===== src/rtl/alu_seq.sv =====
// Sequential ALU: single-cycle logic/arith ops plus a shift-add multiplier
// that takes MUL_W cycles. Results sit in a valid/ready holding register.
module alu_seq #(
    parameter int WIDTH = 32,
    localparam int MUL_W = WIDTH / 2
) (
    input  logic             clk,
    input  logic             rst_n,
    input  logic             in_valid,
    output logic             in_ready,
    input  logic [WIDTH-1:0] a,
    input  logic [WIDTH-1:0] b,
    input  logic [3:0]       aluop,
    output logic             out_valid,
    input  logic             out_ready,
    output logic [WIDTH-1:0] s,
    output logic             iszero,
    output logic             ovf
);

    // state    | meaning
    // IDLE     | accepting requests; single-cycle ops complete here
    // MUL_BUSY | shift-add multiply in progress, one multiplier bit per edge
    typedef enum logic {
        IDLE     = 1'b0,
        MUL_BUSY = 1'b1
    } state_t;

    localparam int CNT_W = $clog2(MUL_W + 1);

    localparam logic [3:0] OP_AND = 4'b0000;
    localparam logic [3:0] OP_OR  = 4'b0001;
    localparam logic [3:0] OP_ADD = 4'b0010;
    localparam logic [3:0] OP_SUB = 4'b0110;
    localparam logic [3:0] OP_SLT = 4'b0111;
    localparam logic [3:0] OP_NOR = 4'b1100;
    localparam logic [3:0] OP_MUL = 4'b1000;

    state_t             state_q, state_d;
    logic [CNT_W-1:0]   cnt_q, cnt_d;
    logic [WIDTH-1:0]   acc_q, acc_d;
    logic [WIDTH-1:0]   mcand_q, mcand_d;
    logic [MUL_W-1:0]   mplier_q, mplier_d;
    logic [WIDTH-1:0]   s_q, s_d;
    logic               ovf_q, ovf_d;
    logic               out_valid_q, out_valid_d;

    logic               accept;
    logic               is_mul;
    logic               mul_done;
    logic [WIDTH-1:0]   alu_s;
    logic               alu_ovf;
    logic [WIDTH-1:0]   sum;
    logic [WIDTH-1:0]   diff;
    logic [WIDTH-1:0]   acc_step;

    assign accept   = in_valid && in_ready;
    assign is_mul   = (aluop == OP_MUL);
    assign mul_done = (state_q == MUL_BUSY) && (cnt_q == CNT_W'(1));

    // ---------------- FSM: state register ----------------
    always_ff @(posedge clk or negedge rst_n) begin
        if (!rst_n) begin
            state_q <= IDLE;
        end else begin
            state_q <= state_d;
        end
    end

    // ---------------- FSM: next state ----------------
    always_comb begin
        state_d = state_q;
        case (state_q)
            IDLE: begin
                if (accept && is_mul) begin
                    state_d = MUL_BUSY;
                end
            end
            MUL_BUSY: begin
                if (mul_done) begin
                    state_d = IDLE;
                end
            end
            default: state_d = IDLE;
        endcase
    end

    // ---------------- FSM: outputs ----------------
    always_comb begin
        in_ready = (state_q == IDLE) && (!out_valid_q || out_ready);
    end

    // ---------------- single-cycle ALU ----------------
    always_comb begin
        sum     = a + b;
        diff    = a - b;
        alu_s   = '0;
        alu_ovf = 1'b0;
        case (aluop)
            OP_AND: alu_s = a & b;
            OP_OR:  alu_s = a | b;
            OP_NOR: alu_s = ~(a | b);
            OP_ADD: begin
                alu_s   = sum;
                alu_ovf = (a[WIDTH-1] == b[WIDTH-1]) && (sum[WIDTH-1] != a[WIDTH-1]);
            end
            OP_SUB: begin
                alu_s   = diff;
                alu_ovf = (a[WIDTH-1] != b[WIDTH-1]) && (diff[WIDTH-1] != a[WIDTH-1]);
            end
            // direct signed compare, so a-b overflow cannot flip the answer
            OP_SLT: alu_s = {{(WIDTH-1){1'b0}}, ($signed(a) < $signed(b))};
            default: begin
                alu_s   = '0;
                alu_ovf = 1'b0;
            end
        endcase
    end

    // ---------------- multiplier datapath and result register ----------------
    always_comb begin
        acc_step    = acc_q + (mplier_q[0] ? mcand_q : '0);

        cnt_d       = cnt_q;
        acc_d       = acc_q;
        mcand_d     = mcand_q;
        mplier_d    = mplier_q;
        s_d         = s_q;
        ovf_d       = ovf_q;
        out_valid_d = out_valid_q;

        if (out_valid_q && out_ready) begin
            out_valid_d = 1'b0;
        end

        if (accept) begin
            if (is_mul) begin
                cnt_d    = CNT_W'(MUL_W);
                acc_d    = '0;
                mcand_d  = {{(WIDTH-MUL_W){1'b0}}, a[MUL_W-1:0]};
                mplier_d = b[MUL_W-1:0];
            end else begin
                s_d         = alu_s;
                ovf_d       = alu_ovf;
                out_valid_d = 1'b1;
            end
        end

        if (state_q == MUL_BUSY) begin
            acc_d    = acc_step;
            mcand_d  = mcand_q << 1;
            mplier_d = mplier_q >> 1;
            cnt_d    = cnt_q - CNT_W'(1);
            if (mul_done) begin
                s_d         = acc_step;
                ovf_d       = 1'b0;
                out_valid_d = 1'b1;
            end
        end
    end

    always_ff @(posedge clk or negedge rst_n) begin
        if (!rst_n) begin
            cnt_q       <= '0;
            acc_q       <= '0;
            mcand_q     <= '0;
            mplier_q    <= '0;
            s_q         <= '0;
            ovf_q       <= 1'b0;
            out_valid_q <= 1'b0;
        end else begin
            cnt_q       <= cnt_d;
            acc_q       <= acc_d;
            mcand_q     <= mcand_d;
            mplier_q    <= mplier_d;
            s_q         <= s_d;
            ovf_q       <= ovf_d;
            out_valid_q <= out_valid_d;
        end
    end

    assign s         = s_q;
    assign ovf       = ovf_q;
    assign out_valid = out_valid_q;
    assign iszero    = ~|s_q;

endmodule


===== config.mk =====
export PLATFORM = sky130hd
export DESIGN_NAME = alu_seq
export DESIGN_NICKNAME = d
export VERILOG_FILES = /design/src/rtl/alu_seq.sv
export SDC_FILE = /design/constraint.sdc
export NUM_CORES = 1
export LEC_CHECK = 0
export CAP_MARGIN = 20
export CORE_UTILIZATION = 55
export CTS_CLUSTER_DIAMETER = 80
export DETAILED_ROUTE_END_ITERATION = 16
export DONT_BUFFER_PORTS = 1
export HOLD_SLACK_MARGIN = 0.1
export PLACE_DENSITY = 0.7
export SETUP_SLACK_MARGIN = 0.2
export SYNTH_ARGS = -nofsm -noshare
export SYNTH_HDL_FRONTEND = slang
export SYNTH_SLANG_ARGS = --single-unit

===== constraint.sdc =====
create_clock -name clk -period 3.89 [get_ports clk]
set_clock_uncertainty 0.1 [all_clocks]
set_input_delay 0.389 -clock clk [delete_from_list [all_inputs] [get_ports clk]]
set_output_delay 0.389 -clock clk [all_outputs]
set_load 0.005 [all_outputs]

==> impl_metrics.py, run 1 <==
metrics = {
    "synthesis": {
        "ys.flop_type": "dfrtp_1",
        "synth_seq_cells": 120,
        "synthTopCellsByArea": "dfrtp_1 (26%), ha_1 (15%), nor2_1 (6.2%)",
        "yosys_warnings": 0,
        "async_flop_share_pct": 100.0,
        "syn_area_sq_mm": 0.01151,
        "yosys.cell_types.count": 84,
        "synth_nets": 1688,
        "syn_inst": 1478,
        "yosysTopAreaCellShare_pct": 26.09,
        "synth-seq-area-share_pct": 26.09,
        "netlist_top_cells_count": "nor2_1 (190), ha_1 (135), nand2_1 (130), dfrtp_1 (120), a21oi_1 (115)",
        "synth_top_area_cell": "dfrtp_1",
        "synth_most_common_cell": "nor2_1",
        "synth.avg_cell_area_sq_um": 7.787,
        "synth_edf_count": 0,
    },
    "route": {
        "ant_nets": 0,
        "drc": 0,
        "wl_um": 35490,
        "routed-via-count": 11020,
        "viasPerCell": 6.272,
        "drt-initial-drc-count": 833,
        "drt-wirelength-per-cell_um": 20.20,
        "drt_pass1_iterations": 6,
    },
    "cts": {
        "cts-htree-levels": 4,
        "clock_path_buffers": 2,
        "root_buffer": "clkbuf_16",
        "cts_buffers": 17,
        "clkSlewWorstSetupHoldPaths_ns": 0.06,
        "cts_sinks": 120,
        "insertion_delay_ns": 0.42,
        "cts_tree": "built",
    },
    "timing": {
        "setup_tns_ns": 0,
        "fin_crit_sh_pct": 91.40,
        "slew_headroom_pct": 34.65,
        "clock.fmax_ghz": 0.2813,
        "drv_slew": 0,
        "hold_violations": 0,
        "layout_setup_ws_ns": 0.3347,
        "worst_pin_slew_ns": 0.9803,
        "rsz0062_at_grt": "no",
        "finalSetupViolCount": 0,
        "min_period_ns": 3.555,
    },
    "flow_run": {
        "cap_violations": 0,
    },
    "floorplanning": {
        "dieHeight_um": 146.7,
        "io_pins": 108,
        "die_w_um": 146.7,
        "rows": 52,
        "die_area_sq_mm": 0.02151,
        "core_sq_mm": 0.02036,
        "start_util_pct": 56.51,
    },
    "critical_path": {
        "crit_arrival_ns": 3.75,
        "cp_max_fo": 3,
        "end_kind": "register",
        "r2r.worst_path.cells": 15,
        "r2r_end": "s[28]",
        "cp.required_ns": 4.09,
        "r2r-start": "mcand_q[0]",
        "timing_worst_setup_path_type": "register to register",
        "start_kind": "register",
        "r2r_slack_ns": 0.33,
    },
    "run_status": {
        "outcome": "complete, no violations",
    },
    "pwr": {
        "p_leak_nw": 5.869,
        "power_density_mw_per_mm2": 707.0,
        "ir_worst_vdd_mv": 0.3925,
    },
    "global_routing": {
        "use_met1_pct": 40.95,
        "grt_pass1_vias": 10640,
        "grt.busiest_layer": "met2",
        "grt_overflow_total": 0,
        "grt_use_total_pct": 33.04,
        "grt_max_degree": 121,
        "grt_pass1_wl_um": 56100,
        "met2_usage_pct": 52.84,
        "grt_util_met3_pct": 9.531,
        "antenna_found_initial": 0,
    },
    "finish": {
        "area.growth.synth_to_final_pct": 10.56,
        "multi_input_area_sq_mm": 0.007835,
        "n_antenna_cell": 0,
        "nFillCells": 1883,
        "register_area_sq_mm": 0.003004,
        "drive_above_1_share_pct": 6.523,
        "stdcell_count": 1757,
        "nets": 1685,
    },
    "min_path": {
        "worstHoldStart": "aluop[3]",
        "hold_path.class": "input pin to register",
        "hold_path_end": "s[0]",
        "whs_path_depth": 3,
    },
    "placement": {
        "dpl.cell_count": 1685,
        "dp_hpwl_um": 26170,
        "place_congestion": 0.9999,
        "port_buffers": 0,
        "dp_slack_ns": 0.3311,
    },
}
## critical path, cell delays in order (launching register included)
cell      delay, ns
dfrtp_1        0.39
and2_1         0.17
ha_1           0.22
fa_1           0.44
a21o_1         0.19
a21oi_2        0.18
nor2_1         0.07
a21o_1         0.18
o211ai_1       0.32
buf_4          0.18
a211oi_1       0.06
o21ai_0        0.15
nand2b_1       0.09
xnor2_1        0.25
a21oi_1        0.12
a211o_1        0.31
## logic make-up after synthesis
group                    count (synthesis)  synth area share (%)
XOR/XNOR                                60                 4.566
adder cells (fa/ha/maj)                138                 15.20
buffers and inverters                  186                 6.273
multiplexers                             4                0.3588
AND/OR/NAND/NOR                        484                 19.32
AO/OA/AOI/OAI                          486                 28.19
flip-flops                             120                 26.09
## final cells by class
class | count | area share, %
clock buffer | 21 | 3.697
clock inverter | 10 | 0.9342
inverter | 104 | 3.068
multi-input combinational | 1172 | 61.58
sequential | 120 | 23.61
tap | 270 | 2.655
timing repair buffer | 60 | 4.455
## metal layers
metal	share of wire [%]	vias up	wire length, um
li1	-	5263	-
met1	41	5196	14550
met2	46	467	16280
met3	8.8	94	3134
met4	4.3	0	1529
met5	0	-	0
## repair_timing
action | in CTS | in global routing
endpoints found under the hold margin | 155 | 0
buffers inserted | 0 | 3
hold buffers | 38 | 0
endpoints found under the setup margin | 0 | 9
gates resized for setup | 0 | 8
## placed cells by master (no fill, tap or decap), types with 11 or more instances in the layout
cell type	instances
nor2_1	189
ha_1	134
nand2_1	130
dfrtp_1	119
a21oi_1	114
o21ai_0	109
inv_1	103
o22ai_1	40
xnor2_1	39
dlygate4sd3_1	37
and2_1	35
a21o_1	31
a221oi_1	31
nand3_1	24
xor2_1	21
nor3_1	21
buf_4	21
clkbuf_16	17
o21bai_1	16
a211oi_1	14
nand2b_1	13
nor4_1	13
a221o_1	12
a22oi_1	11
## stage by stage
step	area [sq um]	power [W]	hold slack (ns)	utilization (%)
floorplan	11510	0.005874	-0.006591	-
global placement	11670	0.007039	0.006006	57.29
global route	12720	0.009670	0.1978	62.48
CTS	12650	0.008854	0.1545	62.14
finish	12720	0.008995	0.1645	62.48
detailed placement	11670	0.007158	-0.001228	57.29
## where the power goes
part           switching, W  internal (W)
logic               0.00309       0.00201
clock network      0.000616      0.000993
registers          0.000494       0.00179
total               0.00420       0.00480
## worst max-delay path by stage
stage                startpoint        end  slack (ns)
finish               mcand_q[0]      s[28]        0.33
global route        mplier_q[0]      s[31]        0.19
CTS                 mplier_q[0]      s[28]        0.32
detailed placement         a[0]      s[26]        0.33
global placement           a[0]      s[26]        0.33
floorplan           mplier_q[0]  acc_q[31]        0.68
## registers in the layout (all words and copies together) (netlist names)
name and flops:
ovf 1, mcand_q 32, out_valid 1, state_q 1
s 32, acc_q 32, cnt_q 5, mplier_q 16
No activity file was read; power rests on OpenSTA's default activity.
==> run 2, diff against run 1 <==
Settings changed: ABC_AREA set to 1, CORE_MARGIN set to 2.
==> impl_metrics.py, run 2 <==
metrics = {
    "run_status": {
        "outcome": "complete, no violations",
    },
    "route": {
        "routed-via-count": 14900,
        "viasPerCell": 5.730,
        "ant_nets": 0,
        "drc": 0,
        "drt-initial-drc-count": 1465,
        "drt_pass1_iterations": 6,
        "wl_um": 48940,
        "drt-wirelength-per-cell_um": 18.82,
    },
    "cts": {
        "root_buffer": "clkbuf_16",
        "cts_sinks": 120,
        "cts_tree": "built",
        "clkSlewWorstSetupHoldPaths_ns": 0.06,
        "cts-htree-levels": 4,
        "insertion_delay_ns": 0.43,
        "cts_buffers": 17,
        "clock_path_buffers": 2,
    },
    "critical_path": {
        "cp_max_fo": 26,
        "cp_slowest_stage_delay_ns": 0.46,
        "cp_slowest_cell": "dfrtp_1",
        "timing_worst_setup_path_type": "register to register",
        "start_kind": "register",
        "cp_common_cell": "nand2_1",
        "crit_arrival_ns": 3.18,
        "critPathTopFamily": "compound AO/OA/AOI/OAI gates",
        "worst-path-buf-inv": 2,
        "end_kind": "register",
        "cp.required_ns": 4.09,
        "cp_cell_sequence": "buf_4 > nand2_1 > inv_1 > ha_1 > a21oi_1 > o21ai_0 > a21oi_1 > nand2_1 > nand2_1 > nand2_1 > xor2_1 > and2_1 > a21oi_1",
    },
    "synthesis": {
        "synth_top_area_cell": "dfrtp_1",
        "async_flop_share_pct": 100.0,
        "synth_xor_area_share_pct": 1.397,
        "synth_edf_count": 0,
        "synth-seq-area-share_pct": 21.77,
        "synth-simple-area-share_pct": 34.01,
        "netlist_top_cells_count": "nand2_1 (639), inv_1 (408), nor2_1 (255), nand3_1 (154), a21oi_1 (148)",
        "synth_nets": 2486,
        "synth_adder_area_share_pct": 12.68,
        "yosys.cell_types.count": 53,
        "synthTopCellsByArea": "dfrtp_1 (22%), nand2_1 (17%), ha_1 (12%)",
        "synth_top_family_by_area": "simple AND/OR/NAND/NOR gates",
        "yosys_warnings": 0,
        "synth.avg_cell_area_sq_um": 6.061,
        "syn_inst": 2276,
        "synth_seq_cells": 120,
        "syn_area_sq_mm": 0.01379,
        "ys.flop_type": "dfrtp_1",
        "yosysTopAreaCellShare_pct": 21.77,
        "muxShareOfSynthArea_pct": 0,
        "synth_compound_area_share_pct": 15.56,
        "synth_most_common_cell": "nand2_1",
    },
    "global_routing": {
        "grt_pass1_vias": 14150,
        "grt_pass1_wl_um": 76670,
        "grt_overflow_total": 0,
        "grt_use_total_pct": 37.43,
        "grt_max_degree": 121,
        "antenna_found_initial": 0,
    },
    "floorplanning": {
        "die_w_um": 162.4,
        "die_area_sq_mm": 0.02636,
        "start_util_pct": 56.39,
        "dieHeight_um": 162.4,
        "core_sq_mm": 0.02446,
        "io_pins": 108,
        "rows": 57,
    },
    "timing": {
        "worst_pin_slew_ns": 1.079,
        "min_period_ns": 2.981,
        "fin_crit_sh_pct": 76.63,
        "rsz0062_at_grt": "no",
        "hold_violations": 0,
        "slew_headroom_pct": 28.08,
        "finalSetupViolCount": 0,
        "setup_tns_ns": 0,
        "drv_slew": 0,
        "clock.fmax_ghz": 0.3355,
    },
    "finish": {
        "n_antenna_cell": 0,
        "stdcell_count": 2600,
        "layout_commonest_cell": "nand2_1",
        "final_cell_mix": "nand2_1 (639), inv_1 (408), nor2_1 (254)",
        "nets": 2473,
        "area.growth.synth_to_final_pct": 7.338,
        "drive_above_1_share_pct": 3.998,
        "nFillCells": 2478,
    },
    "pwr": {
        "ir_worst_vdd_mv": 0.5049,
        "p_leak_nw": 8.262,
        "power_density_mw_per_mm2": 551.3,
    },
    "placement": {
        "dpl.cell_count": 2534,
        "dp_hpwl_um": 38640,
        "port_buffers": 0,
        "place_congestion": 1.042,
    },
    "min_path": {
        "hold_path.class": "input pin to register",
    },
    "flow_run": {
        "cap_violations": 0,
    },
}
[run 2: metrics by stage]
| stage | total power (W) | util [%] | instance area (sq um) | worst slack [ns] | hold slack, ns |
|---|---|---|---|---|---|
| finish | 0.008163 | 60.53 | 14810 | 0.9092 | 0.1090 |
| global route | 0.008735 | 60.53 | 14810 | 0.6324 | 0.1188 |
| CTS | 0.008051 | 60.53 | 14810 | 0.9768 | 0.1109 |
| detailed placement | 0.006348 | 56.64 | 13850 | 1.011 | -0.003740 |
| global placement | 0.006295 | 56.64 | 13850 | 0.9952 | -0.004091 |
| floorplan | 0.005164 | - | 13790 | 1.487 | -0.006591 |
[run 2: kinds of logic after synthesis]
logic type,Yosys count
adder cells (fa/ha/maj),138
AND/OR/NAND/NOR,1132
XOR/XNOR,22
buffers and inverters,498
flip-flops,120
AO/OA/AOI/OAI,366
[run 2: layout make-up]
type / count / area (sq um) / share of cell area, %
clock inverter: 14 / 165.2 / 1.115
multi-input combinational: 1658 / 8787 / 59.35
sequential: 120 / 3003 / 20.28
inverter: 422 / 1584 / 10.70
tap: 324 / 405.4 / 2.738
clock buffer: 18 / 429.2 / 2.898
timing repair buffer: 44 / 432.9 / 2.924
[run 2: power by group]
group          total [W]  switching, W  internal, W
Sequential       0.00221      0.000494      0.00172
Clock            0.00162      0.000657     0.000961
Combinational    0.00433       0.00292      0.00141
[run 2: final timing paths]
path	endpoint	from	slack (ns)	depth (start not counted)
worst max-delay path	s[18]	mplier_q[0]	0.91	13
max in group asynchronous	acc_q[1]	rst_n	2.69	2
worst min-delay path	mcand_q[12]	a[12]	0.11	2
min in group asynchronous	mcand_q[21]	rst_n	0.56	2
worst min register to register	acc_q[19]	acc_q[19]	0.39	2
worst max register to register	s[18]	mplier_q[0]	0.91	13
[run 2: repair_timing]
item,in CTS,in global routing
endpoints found under the hold margin,152,0
hold buffers,34,0
resized for setup,0,0
setup buffers,0,0
[run 2: metal layers]
layer	vias to the layer above	share of wire, %	GRT usage [%]
li1	7183	-	-
met1	6846	43	51.76
met2	745	42	57.08
met3	123	10	7.639
met4	0	4.4	15.57
met5	-	0	0
